File: config.mk
export PLATFORM = sky130hd
export DESIGN_NAME = rdma_rd_responder
export DESIGN_NICKNAME = d
export VERILOG_FILES = /design/src/rtl/lynxTypes.sv /design/src/rtl/axisr_skid_buffer.sv /design/src/rtl/rdma_rd_responder.sv
export SDC_FILE = /design/constraint.sdc
export NUM_CORES = 2
export LEC_CHECK = 0
export CELL_PAD_IN_SITES_DETAIL_PLACEMENT = 1
export CELL_PAD_IN_SITES_GLOBAL_PLACEMENT = 1
export CORE_AREA = 10 10 465 467
export CTS_BUF_LIST = sky130_fd_sc_hd__clkbuf_2
export DETAILED_ROUTE_END_ITERATION = 8
export DIE_AREA = 0 0 475 477
export PLACE_DENSITY = 0.59
export SETUP_SLACK_MARGIN = 0.2
export SLEW_MARGIN = 25
export SYNTH_ARGS = -nofsm -noshare
export SYNTH_HDL_FRONTEND = slang
export SYNTH_SLANG_ARGS = --single-unit
File: constraint.sdc
create_clock -name aclk -period 2.34 [get_ports aclk]
set_clock_uncertainty 0.05 [all_clocks]
set_input_delay 0.702 -clock aclk [delete_from_list [all_inputs] [get_ports aclk]]
set_output_delay 0.702 -clock aclk [all_outputs]
set_load 0.03 [all_outputs]
File: src/rtl/lynxTypes.sv
// lynxTypes: shared RDMA stack types and constants
package lynxTypes;
  localparam int AXI_NET_BITS = 512;
  localparam int RDMA_LEN_BITS = 28;
  localparam int DEST_BITS = 4;
  typedef struct packed {
    logic [RDMA_LEN_BITS-1:0] len;
    logic [DEST_BITS-1:0] dest;
  } req_t;
  typedef enum logic {ST_IDLE, ST_XFER} rd_resp_state_t;
endpackage

File: src/rtl/axisr_skid_buffer.sv
// axisr_skid_buffer: 2-entry AXI4SR output register with a registered upstream ready
module axisr_skid_buffer #(
  parameter int DATA_BITS = 512,
  parameter int ID_BITS = 4
) (
  input  logic                   aclk,
  input  logic                   aresetn,
  input  logic                   s_tvalid,
  output logic                   s_tready,
  input  logic [DATA_BITS-1:0]   s_tdata,
  input  logic [DATA_BITS/8-1:0] s_tkeep,
  input  logic [ID_BITS-1:0]     s_tid,
  input  logic                   s_tlast,
  output logic                   m_tvalid,
  input  logic                   m_tready,
  output logic [DATA_BITS-1:0]   m_tdata,
  output logic [DATA_BITS/8-1:0] m_tkeep,
  output logic [ID_BITS-1:0]     m_tid,
  output logic                   m_tlast
);
  localparam int W = DATA_BITS + DATA_BITS / 8 + ID_BITS + 1;
  logic [W-1:0] out_q, sk_q, in_d;
  logic out_v, sk_v, s_hs, adv;
  assign in_d = {s_tdata, s_tkeep, s_tid, s_tlast};
  assign s_tready = ~sk_v;
  assign s_hs = s_tvalid & ~sk_v;
  assign adv = m_tready | ~out_v;
  assign m_tvalid = out_v;
  assign {m_tdata, m_tkeep, m_tid, m_tlast} = out_q;
  // output slot refills from the skid slot first; the skid slot catches a beat only while output stalls
  always_ff @(posedge aclk or negedge aresetn) begin
    if (!aresetn) begin
      out_v <= 1'b0;
      sk_v <= 1'b0;
      out_q <= '0;
      sk_q <= '0;
    end else if (adv) begin
      out_v <= sk_v | s_hs;
      out_q <= sk_v ? sk_q : s_hs ? in_d : out_q;
      sk_v <= 1'b0;
    end else if (s_hs) begin
      sk_v <= 1'b1;
      sk_q <= in_d;
    end
  end
endmodule

File: src/rtl/rdma_rd_responder.sv
// rdma_rd_responder: frames request payload from a source stream into tid/tkeep/tlast packets; RDMA_RD_RESP_STATS_EN adds request/byte counters
module rdma_rd_responder
  import lynxTypes::*;
#(
  parameter int DATA_BITS = AXI_NET_BITS,
  parameter int LEN_BITS = RDMA_LEN_BITS
) (
  input  logic                   aclk,
  input  logic                   aresetn,
  input  logic                   s_rdma_rd_req_valid,
  output logic                   s_rdma_rd_req_ready,
  input  req_t                   s_rdma_rd_req_data,
  input  logic                   s_axis_src_tvalid,
  output logic                   s_axis_src_tready,
  input  logic [DATA_BITS-1:0]   s_axis_src_tdata,
  input  logic [DATA_BITS/8-1:0] s_axis_src_tkeep,
  input  logic                   s_axis_src_tlast,
  output logic                   m_axis_rdma_rd_tvalid,
  input  logic                   m_axis_rdma_rd_tready,
  output logic [DATA_BITS-1:0]   m_axis_rdma_rd_tdata,
  output logic [DATA_BITS/8-1:0] m_axis_rdma_rd_tkeep,
  output logic [DEST_BITS-1:0]   m_axis_rdma_rd_tid,
  output logic                   m_axis_rdma_rd_tlast,
  output logic                   busy
`ifdef RDMA_RD_RESP_STATS_EN
  ,
  output logic [31:0]            stat_req_cnt,
  output logic [47:0]            stat_byte_cnt
`endif
);
  localparam int BEAT_BYTES = DATA_BITS / 8;
  localparam int LOG_BYTES = $clog2(BEAT_BYTES);
  localparam int BEAT_W = LEN_BITS - LOG_BYTES + 1;
  rd_resp_state_t state, state_n;
  logic [BEAT_W-1:0] cnt, cnt_n, beats;
  logic [LOG_BYTES-1:0] rem, rem_n;
  logic [DEST_BITS-1:0] dest, dest_n;
  logic [LEN_BITS-1:0] len;
  logic [BEAT_BYTES-1:0] keep;
  logic live, req_hs, src_hs, sk_ready, last, unused_src;
  assign len = s_rdma_rd_req_data.len[LEN_BITS-1:0];
  assign beats = BEAT_W'(len >> LOG_BYTES) + BEAT_W'(|len[LOG_BYTES-1:0]);
  assign s_rdma_rd_req_ready = live && state == ST_IDLE;
  assign req_hs = s_rdma_rd_req_valid && s_rdma_rd_req_ready;
  assign s_axis_src_tready = state == ST_XFER && sk_ready;
  assign src_hs = s_axis_src_tvalid && s_axis_src_tready;
  assign last = cnt == BEAT_W'(1);
  assign keep = !last || rem == '0 ? '1 : ~({BEAT_BYTES{1'b1}} << rem);
  assign busy = state == ST_XFER;
  assign unused_src = ^{s_axis_src_tkeep, s_axis_src_tlast};
  // request bookkeeping; live holds request ready low until the first clock out of reset
  always_ff @(posedge aclk or negedge aresetn) begin
    if (!aresetn) begin
      state <= ST_IDLE;
      cnt <= '0;
      rem <= '0;
      dest <= '0;
      live <= 1'b0;
    end else begin
      state <= state_n;
      cnt <= cnt_n;
      rem <= rem_n;
      dest <= dest_n;
      live <= 1'b1;
    end
  end
  // load a request in idle (zero length is swallowed), count beats down while transferring
  always_comb begin
    state_n = state;
    cnt_n = cnt;
    rem_n = rem;
    dest_n = dest;
    if (req_hs) begin
      state_n = len == '0 ? ST_IDLE : ST_XFER;
      cnt_n = beats;
      rem_n = len[LOG_BYTES-1:0];
      dest_n = s_rdma_rd_req_data.dest;
    end
    if (src_hs) begin
      state_n = last ? ST_IDLE : ST_XFER;
      cnt_n = cnt - BEAT_W'(1);
    end
  end
`ifdef RDMA_RD_RESP_STATS_EN
  // free-running request and byte totals, wrapping at their widths
  always_ff @(posedge aclk or negedge aresetn) begin
    if (!aresetn) begin
      stat_req_cnt <= '0;
      stat_byte_cnt <= '0;
    end else if (req_hs) begin
      stat_req_cnt <= stat_req_cnt + 32'd1;
      stat_byte_cnt <= stat_byte_cnt + 48'(len);
    end
  end
`endif
  axisr_skid_buffer #(.DATA_BITS(DATA_BITS), .ID_BITS(DEST_BITS)) u_skid (
    .aclk(aclk),
    .aresetn(aresetn),
    .s_tvalid(s_axis_src_tvalid && state == ST_XFER),
    .s_tready(sk_ready),
    .s_tdata(s_axis_src_tdata),
    .s_tkeep(keep),
    .s_tid(dest),
    .s_tlast(last),
    .m_tvalid(m_axis_rdma_rd_tvalid),
    .m_tready(m_axis_rdma_rd_tready),
    .m_tdata(m_axis_rdma_rd_tdata),
    .m_tkeep(m_axis_rdma_rd_tkeep),
    .m_tid(m_axis_rdma_rd_tid),
    .m_tlast(m_axis_rdma_rd_tlast)
  );
endmodule
* Word level (Yosys, flattened, before mapping)
Cells that the tools add are included.
Word-level totals: register bits 1199, input bits 614, output and inout port bits 585, word-level logic and storage cells 47
Cells by class: add/sub/neg operators 2, equal/unequal tests 1, shift-type cells 1, mux-type cells 11, bitwise gates (word level) 8, reduce and logical (&&, ||, !) cells 15
Operator list (number):
- two-way mux 581 bit | 2
- two-way mux 64 bit | 1
- NOT 64 bit | 1
- << shifter 64 x 6 -> 64 bit, first input constant | 1
- two-way mux 23 bit | 2
- logical NOT 28 bit | 1
- adder 22 x 1 -> 23 bit | 1
- == test 23 x 1 -> 1 bit, second input constant | 1
- subtractor 23 x 1 -> 23 bit, second input constant | 1
- logical NOT 6 bit | 1
- two-way mux 1 bit | 6
- nonzero test 2 bit | 3
- OR reduction 6 bit | 1
- logical AND 1 bit | 5
- NOT 1 bit | 4
- AND reduction 2 bit | 2
- bitwise OR 1 bit | 2
- AND 1 bit | 1
- logical NOT 1 bit | 1
- logical OR 1 bit | 1

* Depth between registers and ports, before layout
depth in word-level cells 6, gate-level depth with buffers 10, mapped depth without buffers 9

* Modules after synthesis
A second synthesis with hierarchy kept.
Second synthesis, totals: cells, all modules 3503, area total of the unflattened synthesis 52816.9 µm²
By module, submodules not included:
- axisr_skid_buffer | times used 1, cells an instance 3107, area each 49937.9 µm², sequential area each 29127.9 µm²
- rdma_rd_responder | times used 1, cells an instance 396, area each 2879.0 µm², sequential area each 875.8 µm²

* Least setup slack after synthesis
No wires, ideal clock.
kind reg2reg, start register state (netlist: busy), end register u_skid.sk_q[396], setup time 0.065 ns, arrival 2.504 ns, required time 2.225 ns, slack -0.280 ns, cell stages (with the launch flop) 9, path buffers 3, clock period less this slack 2.620 ns, cells stage by stage dfrtp_1 -> nor2b_1 -> nand2_1 -> nor2_1 -> clkbuf_1 -> clkbuf_1 -> buf_2 -> nand2_1 -> nand2_1
On the way: longest elaborated chain between the ends 3
Ends and longest elaborated chain:
- start: declaration | RTL line rdma_rd_responder.sv:34 | rd_resp_state_t state, state_n;
- start signal: assignment | RTL line rdma_rd_responder.sv:60 | state <= state_n;
- logical AND 1 bit | RTL line rdma_rd_responder.sv:99 | .s_tvalid(s_axis_src_tvalid && state == ST_XFER),
- AND 1 bit | RTL line axisr_skid_buffer.sv:26 | assign s_hs = s_tvalid & ~sk_v;
- AND reduction 2 bit (no source line)
- end signal: assignment | RTL line axisr_skid_buffer.sv:43 | sk_q <= in_d;
- end: declaration | RTL line axisr_skid_buffer.sv:22 | logic [W-1:0] out_q, sk_q, in_d;
Every way passes these cells. A chain may end at the register's enable or synchronous reset.

* Final worst setup path
start register u_skid.sk_v, end output s_axis_src_tready
On the way: longest elaborated chain between the ends 2
Ends and longest elaborated chain:
- start: declaration | RTL line axisr_skid_buffer.sv:23 | logic out_v, sk_v, s_hs, adv;
- start signal: assignment | RTL line axisr_skid_buffer.sv:34 | sk_v <= 1'b0;
- start signal: assignment | RTL line axisr_skid_buffer.sv:40 | sk_v <= 1'b0;
- start signal: assignment | RTL line axisr_skid_buffer.sv:42 | sk_v <= 1'b1;
- NOT 1 bit | RTL line axisr_skid_buffer.sv:25 | assign s_tready = ~sk_v;
- logical AND 1 bit | RTL line rdma_rd_responder.sv:45 | assign s_axis_src_tready = state == ST_XFER && sk_ready;
- end: declaration | RTL line rdma_rd_responder.sv:14 | output logic s_axis_src_tready,
Every way passes these cells.

==> flow_summary.yaml <==
power:
  p_int_uw: 48100
  swShare_pct: 41.3
  pwr_density_cell_nw_per_um2: 948
  total_power_uw: 82000
  seqPwrFrac_pct: 39.8
  p_leak_uw: 0.0399
  combPwrFrac_pct: 40.7
  ir_drop_mv: 0.576
  p_clk_share_pct: 19.5
  p_sw_uw: 33800
timing:
  setup_violations: 617
  postLayoutSetupSlackWorst_ps: -1140
  period_needed_ps: 3480
  report.final.slew_viol_count: 0
  slew-limit-headroom_pct: 13.8
  rsz0062_at_grt: "yes"
  finalCritPeriodShare_pct: 149
  finalSetupTns_ps: -467510
  fmax_ghz: 0.287
  finalHoldViolCount: 0
  worstMarginPinSlew_ps: 1290
critical_path:
  regToRegStartpoint: "cnt[6]$_DFFE_PN0P_"
  timing.rr.end: "cnt[22]$_DFFE_PN0P_"
  cp_max_fo: 2
  critical_path_class: "reg2out"
  start_kind: "flop"
  worstSetupEndpointType: "output port"
  cp_data_arrival_time_ps: 2730
  reg2reg_slack_ps: -100
  r2r_cells: 8
  cp.required_ps: 1590
synth:
  yosys_register_bits: 1199
  seq_area_frac_synth_pct: 59.4
  yosys.area.top_type: "dfrtp_1"
  yosys_warnings: 0
  avgSynthCellArea_um2: 9.55
  synth_top_area_share_pct: 59.4
  synth_cells: 5295
  synth_area_leaders: "dfrtp_1 59%, nand2_1 16%, mux2i_1 10%, o21ai_0 5.4%, clkbuf_1 2.1%"
  async_flop_share_pct: 100
  synth_nets: 5913
  synth_ff_type: "dfrtp_1"
  synth_edf_count: 0
  ys_types: 62
  syn_area_um2: 50600
global_routing:
  grt_pass1_wl_mm: 359
  track_usage_pct: 20.5
  grt_pass1_vias: 56200
  grt_overflow: 0
  antenna_found_initial: 76
  grt_max_degree: 80
clock_network:
  numCtsBuffers: 360
  path_clk_slew_ps: 100
  cts_tree: "yes"
  ctsHtreeMaxLevel: 5
  cts_buffer_depth: 4
  numClockSinks: 1199
  clock_latency_ps: 1880
  root_buffer: "clkbuf_2"
floorplanning:
  core_um2: 206000
  num_rows: 167
  die_y_um: 477
  die_area_um2: 227000
  dieWidth_um: 475
  ios: 1199
  initial_utilization_pct: 24.5
status:
  violations: "negative setup slack"
  status: "finished, violations left"
detailed_routing:
  dr.pass1.iters: 5
  drcViolationCount: 0
  wl_mm: 246
  vias_per_cell: 4.56
  drtIter0Drc: 2231
  ant_nets: 0
  wl_per_cell_um: 22.0
  vias: 51100
job:
  max_cap_violations: 0
place:
  dp_cells: 9111
  post-dp-hpwl_mm: 164
  portBuffers: 1133
  place_congestion: 0.836
  placed_cell_area_um2: 67700
hold_path:
  hp-class: "in2reg"
  min_to: "u_skid.out_q[556]$_DFFE_PN0P_"
  hold_depth: 4
  min_from: "s_axis_src_tdata[487]"
layout:
  syn_to_final_growth_pct: 71.1
  drive_gt1_share_pct: 22.9
  fin_util_pct: 41.9
  nFillCells: 23300
  final_cell_area_um2: 86500
  layout.nets: 8830
  layout.cells.non_filler: 11200
==> metal layers <==
| metal | share of wire, % | vias up | track usage, % |
|---|---|---|---|
| met3 | 7.1 | 512 | 6.69 |
| met2 | 48 | 1466 | 34.3 |
| met5 | 0.10 | - | 0 |
| met1 | 40 | 25600 | 24.2 |
| met4 | 4.0 | 40 | 7.87 |
| li1 | - | 23500 | - |
==> final cells by class <==
class                   instances  area, um^2  share of cell area (%)
diodes                         57         143                   0.165
clock buffers                 512        2560                    2.96
clock inverters                73         379                   0.438
inverters                       7        26.3                  0.0304
multi-input cells            3732       19600                    22.7
flip-flops and latches       1199       30100                    34.7
well taps                    2704        3380                    3.91
repair buffers               2912       30300                    35.1
==> worst max-delay path by stage <==
stage / from / to / slack [ps] / depth (start not counted)
floorplan: cnt[20]$_DFFE_PN0P_ / u_skid.out_q[56]$_DFFE_PN0P_ / 80 / 6
global placement: s_rdma_rd_req_data[9] / cnt[17]$_DFFE_PN0P_ / -760 / 10
detailed placement: s_rdma_rd_req_data[6] / cnt[17]$_DFFE_PN0P_ / -780 / 10
CTS: u_skid.sk_v$_DFFE_PN0P_ / s_axis_src_tready / -1490 / 3
global route: u_skid.sk_v$_DFFE_PN0P_ / s_axis_src_tready / -1490 / 3
finish: u_skid.sk_v$_DFFE_PN0P_ / s_axis_src_tready / -1140 / 3
==> power groups by stage <==
| stage | sequential (uW) | clock (uW) | combinational, uW |
|---|---|---|---|
| CTS | 32400 | 16700 | 31600 |
| global route | 33400 | 17800 | 35900 |
| finish | 32700 | 16000 | 33300 |
| floorplan | 36900 | 0 | 8440 |
| detailed placement | 32100 | 0 | 28300 |
| global placement | 31800 | 0 | 27700 |
==> critical path, cell delays in order, from the launching register on <==
cell,delay [ps]
dfrtp_4,520
buf_16,140
nor2b_4,130
buf_6,160
==> repair_timing <==
action | in CTS | in global routing
hold buffers | 1106 | 0
pin swaps | 22 | 31
resized for setup | 4067 | 104
cloned | 5 | 24
setup buffers | 150 | 159
setup endpoints to repair | 699 | 1643
hold endpoints to repair | 2396 | 0
==> per-stage QoR <==
step | hold WS, ps | setup slack [ps]
2_1_floorplan | 356 | 84.3
3_3_place_gp | 405 | -759
3_5_place_dp | 412 | -776
4_1_cts | 2.93 | -1490
5_1_grt | 81.6 | -1490
6_report | 290 | -1140
==> cell usage in the layout (no fill, tap or decap), drive strengths merged, types with 5 or more instances in the layout <==
| master | count |
|---|---|
| nor2 | 93 |
| dfrtp | 1199 |
| buf | 1238 |
| clkinv | 66 |
| mux2i | 516 |
| nor4 | 14 |
| o21ai | 550 |
| a21oi | 73 |
| dlygate4sd3 | 1104 |
| diode | 57 |
| nand4 | 8 |
| inv | 9 |
| xnor2 | 15 |
| and2 | 5 |
| nand3 | 17 |
| nand2 | 2145 |
| nand2b | 11 |
| nor3 | 80 |
| clkbuf | 534 |
| or3 | 9 |
| o22ai | 7 |
| o21bai | 51 |
| clkdlybuf4s50 | 547 |
| or2 | 8 |
| a31oi | 65 |
| o221ai | 6 |
==> logic make-up after synthesis <==
logic type	after synthesis	share of synthesized area (%)
AND/OR/NAND/NOR	2410	18.7
flip-flops	1199	59.4
AO/OA/AOI/OAI	780	8.41
multiplexers	518	10.3
buffers and inverters	364	2.86
XOR/XNOR	19	0.329
adder cells (fa/ha/maj)	4	0.0990
other	1	0.00742
==> Yosys cell counts, drive strengths merged, types with 17 or more instances <==
library cell / instances
o21ai: 550
nand2: 2145
dfrtp: 1199
mux2i: 516
nand3: 17
a21oi: 73
nor3: 80
clkbuf: 288
a31oi: 65
buf: 69
o21bai: 51
nor2: 93
==> flip-flops by register name (all words and copies together), names as in the netlist <==
name / flops
u_skid.sk_q: 581
u_skid.sk_v: 1
live: 1
u_skid.m_tvalid: 1
dest: 4
busy: 1
cnt: 23
u_skid.out_q: 581
rem: 6
Note: power is estimated with default switching activity, not from simulation.
